--- src/rtl/alu_nibble_sequencer.sv ---
// Runs a WORDS x 4-bit ALU operation through one external 4-bit ALU slice.
// One nibble is processed per clock, least-significant first, with the carry held in a register.
module alu_nibble_sequencer #(
    parameter int unsigned WORDS = 4
) (
    input  logic               clk,
    input  logic               rst,
    input  logic               start,
    output logic               ready,
    input  logic [4*WORDS-1:0] op_a,
    input  logic [4*WORDS-1:0] op_b,
    input  logic [3:0]         op_s,
    input  logic               op_m,
    input  logic               op_cin,
    output logic [3:0]         alu_a,
    output logic [3:0]         alu_b,
    output logic [3:0]         alu_s,
    output logic               alu_m,
    output logic               alu_pin,
    input  logic [3:0]         alu_r,
    input  logic               alu_pout,
    output logic [4*WORDS-1:0] result,
    output logic               cout,
    output logic               zero,
    output logic               done
);

    localparam int unsigned KW = $clog2(WORDS);

    typedef enum logic [1:0] {StIdle, StRun, StDone} state_e;

    state_e             state_q, state_d;
    logic [4*WORDS-1:0] a_q, a_d, b_q, b_d;
    logic [4*WORDS-1:0] acc_q, acc_d, result_q, result_d;
    logic [3:0]         s_q, s_d;
    logic               m_q, m_d, carry_q, carry_d, cout_q, cout_d;
    logic [KW-1:0]      k_q, k_d;

    always_ff @(posedge clk) begin
        if (rst) begin
            state_q  <= StIdle;
            a_q      <= '0;
            b_q      <= '0;
            acc_q    <= '0;
            result_q <= '0;
            s_q      <= '0;
            m_q      <= 1'b0;
            carry_q  <= 1'b0;
            cout_q   <= 1'b0;
            k_q      <= '0;
        end else begin
            state_q  <= state_d;
            a_q      <= a_d;
            b_q      <= b_d;
            acc_q    <= acc_d;
            result_q <= result_d;
            s_q      <= s_d;
            m_q      <= m_d;
            carry_q  <= carry_d;
            cout_q   <= cout_d;
            k_q      <= k_d;
        end
    end

    always_comb begin
        state_d  = state_q;
        a_d      = a_q;
        b_d      = b_q;
        acc_d    = acc_q;
        result_d = result_q;
        s_d      = s_q;
        m_d      = m_q;
        carry_d  = carry_q;
        cout_d   = cout_q;
        k_d      = k_q;
        ready    = 1'b0;
        done     = 1'b0;
        alu_a    = 4'h0;
        alu_b    = 4'h0;

        for (int i = 0; i < int'(WORDS); i++) begin
            if (k_q == KW'(i)) begin
                alu_a = a_q[4*i +: 4];
                alu_b = b_q[4*i +: 4];
            end
        end

        unique case (state_q)
            StIdle: begin
                ready = 1'b1;
                if (start) begin
                    a_d     = op_a;
                    b_d     = op_b;
                    s_d     = op_s;
                    m_d     = op_m;
                    carry_d = op_cin;
                    k_d     = '0;
                    state_d = StRun;
                end
            end
            StRun: begin
                for (int i = 0; i < int'(WORDS); i++) begin
                    if (k_q == KW'(i)) begin
                        acc_d[4*i +: 4] = alu_r;
                    end
                end
                carry_d = alu_pout;
                if (k_q == KW'(WORDS - 1)) begin
                    // Publish on the last RUN edge so result is valid with done.
                    result_d = acc_d;
                    cout_d   = alu_pout;
                    k_d      = '0;
                    state_d  = StDone;
                end else begin
                    k_d = k_q + KW'(1);
                end
            end
            StDone: begin
                done    = 1'b1;
                state_d = StIdle;
            end
            default: state_d = StIdle;
        endcase
    end

    assign alu_s   = s_q;
    assign alu_m   = m_q;
    assign alu_pin = carry_q;
    assign result  = result_q;
    assign cout    = cout_q;
    assign zero    = (result_q == '0);

endmodule

--- config.mk ---
export PLATFORM = sky130hd
export DESIGN_NAME = alu_nibble_sequencer
export DESIGN_NICKNAME = d
export VERILOG_FILES = /design/src/rtl/alu_nibble_sequencer.sv
export SDC_FILE = /design/constraint.sdc
export NUM_CORES = 1
export LEC_CHECK = 0
export BUFFER_PORTS_ARGS = -buffer_cell sky130_fd_sc_hd__buf_2
export CORE_UTILIZATION = 45
export CTS_CLUSTER_DIAMETER = 60
export CTS_CLUSTER_SIZE = 25
export DETAILED_ROUTE_END_ITERATION = 10
export PLACE_DENSITY = 0.71
export SYNTH_ARGS = -nofsm -noshare
export SYNTH_HDL_FRONTEND = slang
export SYNTH_SLANG_ARGS = --single-unit
--- constraint.sdc ---
create_clock -name clk -period 4.7 [get_ports clk]
set_clock_uncertainty 0.2 [all_clocks]
set_input_delay 0.94 -clock clk [delete_from_list [all_inputs] [get_ports clk]]
set_output_delay 0.94 -clock clk [all_outputs]
set_load 0.1 [all_outputs]
==> results.json <==
{
  "slew_violations": 0,
  "synth_area_leaders": "dfxtp_1 (46%), mux2i_1 (16%), nor2_1 (4.9%), o2bb2ai_2 (4.8%), nand2_1 (2.4%)",
  "drc": 0,
  "dieHeight_um": 85.3,
  "grt_start_max_net_pins": 56,
  "relSlewSlack": 0.316,
  "avgSynthCellArea_um2": 10.2,
  "numPlacedInstances": 436,
  "insertion_delay_ns": 0.34,
  "io_pins": 80,
  "area_delta_synth_final_pct": 16.9,
  "wl_met3_um": 289,
  "ir_worst_vdd_mv": 0.231,
  "p_per_area_mw_per_mm2": 380,
  "synth-seq-cells": 71,
  "routed_wirelength_um": 6420,
  "stdcell_count": 452,
  "drv_cap": 0,
  "synthesis.nets": 355,
  "h-tree-depth": 3,
  "fin_crit_ns": 3.99,
  "critPathRequiredTime_ns": 3.56,
  "final_common_cell": "buf_2",
  "drt_iter0_drc": 86,
  "syn_area_mm2": 0.00312,
  "portBuffers": 79,
  "max_clock_freq_mhz": 251,
  "ant_nets": 0,
  "grt.overflow.total": 0,
  "p_leak_nw": 1.59,
  "cts_setup_buffers": 0,
  "status": "completed",
  "cts_buffers": 9,
  "end_kind": "output port",
  "path_clk_slew_ns": 0.07,
  "yosys.area.top_type": "dfxtp_1",
  "finalSetupViolCount": 0,
  "hold_buffers": 0,
  "setup-tns-final_ns": 0,
  "n_antenna_cell": 0,
  "wl_met2_um": 2990,
  "antenna_found_initial": 0,
  "num_vias": 2397,
  "cts-root-buf": "clkbuf_8",
  "clockBufferDepth": 2,
  "max_slew.worst_pin.slew_ns": 1.03,
  "ys_types": 33,
  "crit_path_start_kind": "flip-flop",
  "crit_fanout": 18,
  "crit_arrival_ns": 2.85,
  "rsz0062_at_grt": "no",
  "ys_seq_area_frac": 0.455,
  "cts_sinks": 71,
  "routedWlPerCell_um": 14.2,
  "fin_crit_sh": 0.849,
  "tritoncts": "built",
  "drt-pass1-iter-count": 4,
  "worstSetupPathType": "reg -> out",
  "highest_layer": "met4",
  "ys_warn_count": 0,
  "place_hpwl_um": 4360,
  "grtUsageTotal": 0.185,
  "die_w_um": 85.3,
  "ctsResizeCount": 0,
  "grt_pass1_wl_um": 10500,
  "routedLengthMet1_um": 3030,
  "dieArea_mm2": 0.00727,
  "grt_pass1_vias": 2297,
  "gp_congestion": 0.721,
  "synth_cells": 305,
  "synth_top_area_share": 0.455,
  "layout_common_cells": "buf_2 (79), dfxtp_1 (71), mux2i_1 (50)",
  "start_util": 0.478,
  "hold_viol_final": 0,
  "hold_class": "reg -> reg",
  "row_count": 29,
  "vias_per_cell": 5.30,
  "core_mm2": 0.00653,
  "fin_nets": 420,
  "drive_gt1_frac": 0.301
}
-- worst paths after layout --
path / startpoint / cells after the start / slack, ns / endpoint
worst max-delay path: k_q[1] / 6 / 0.71 / alu_a[2]
worst min-delay path: acc_q[9] / 2 / 0.26 / acc_q[9]
worst max register to register: k_q[0] / 4 / 2.60 / result[15]
worst min register to register: acc_q[9] / 2 / 0.26 / acc_q[9]
-- through the flow --
step | total power [mW] | util | hold slack [ns] | instance area, um^2 | worst slack, ns
finish | 1.39 | 0.558 | 0.258 | 3650 | 0.709
detailed placement | 0.879 | 0.526 | 0.250 | 3430 | 1.05
CTS | 1.40 | 0.558 | 0.259 | 3650 | 0.660
global route | 1.44 | 0.558 | 0.278 | 3650 | 0.493
floorplan | 0.841 | - | 0.236 | 3120 | 0.169
global placement | 0.876 | 0.526 | 0.241 | 3430 | 1.13
-- cells by family (layout without fill, tap and decap cells) --
logic type               after synthesis  after routing  synth area share
AO/OA/AOI/OAI                         50             50             0.146
adder cells (fa/ha/maj)                4              4            0.0160
buffers and inverters                 33            103            0.0722
flip-flops                            71             71             0.455
multiplexers                          50             50             0.160
AND/OR/NAND/NOR                       97             97             0.150
-- final cells by class --
class / count / area [um^2]
clock inverter: 6 / 85.1
inverter: 5 / 18.8
fill: 595 / 2880
sequential: 71 / 1420
timing repair buffer: 82 / 418
tap: 77 / 96.3
multi-input combinational: 201 / 1480
clock buffer: 10 / 128
-- flip-flops by register name, indices dropped and copies added (netlist names) --
| signal | count |
|---|---|
| k_q | 2 |
| result | 16 |
| b_q | 16 |
| cout | 1 |
| a_q | 16 |
| acc_q | 12 |
| state_q | 2 |
| alu_s | 4 |
| alu_m | 1 |
| alu_pin | 1 |
-- cells in the mapped netlist (all sizes together) --
cell type / instances
and2b: 1
nor3: 1
o2bb2ai: 12
inv: 5
nor2b: 12
nand3b: 4
dfxtp: 71
nor3b: 1
a21oi: 13
ha: 4
o21bai: 1
o31ai: 8
nand3: 12
nand2: 20
nor4: 4
buf: 17
a22oi: 2
nor2: 41
a22o: 5
clkbuf: 11
a221oi: 8
and4: 1
mux2i: 50
a2111oi: 1
-- routing by layer --
metal,up-vias,track usage
met5,-,0
met3,13,0.0506
met4,0,0.0758
met1,1120,0.228
li1,1198,-
met2,66,0.309
-- report_power, final --
part	internal (mW)	switching, mW	leakage (nW)	total (mW)
clock network	0.297	0.227	0.102	0.524
logic	0.0670	0.156	0.906	0.223
registers	0.626	0.0142	0.579	0.640
-- worst max-delay path: stages, from the launching register on --
cell	delay (ns)
dfxtp_1	0.37
inv_1	0.08
ha_1	0.43
nor2b_1	0.66
a221oi_1	0.16
o31ai_1	0.32
buf_2	0.48
Power figures use the tool's default switching activity.
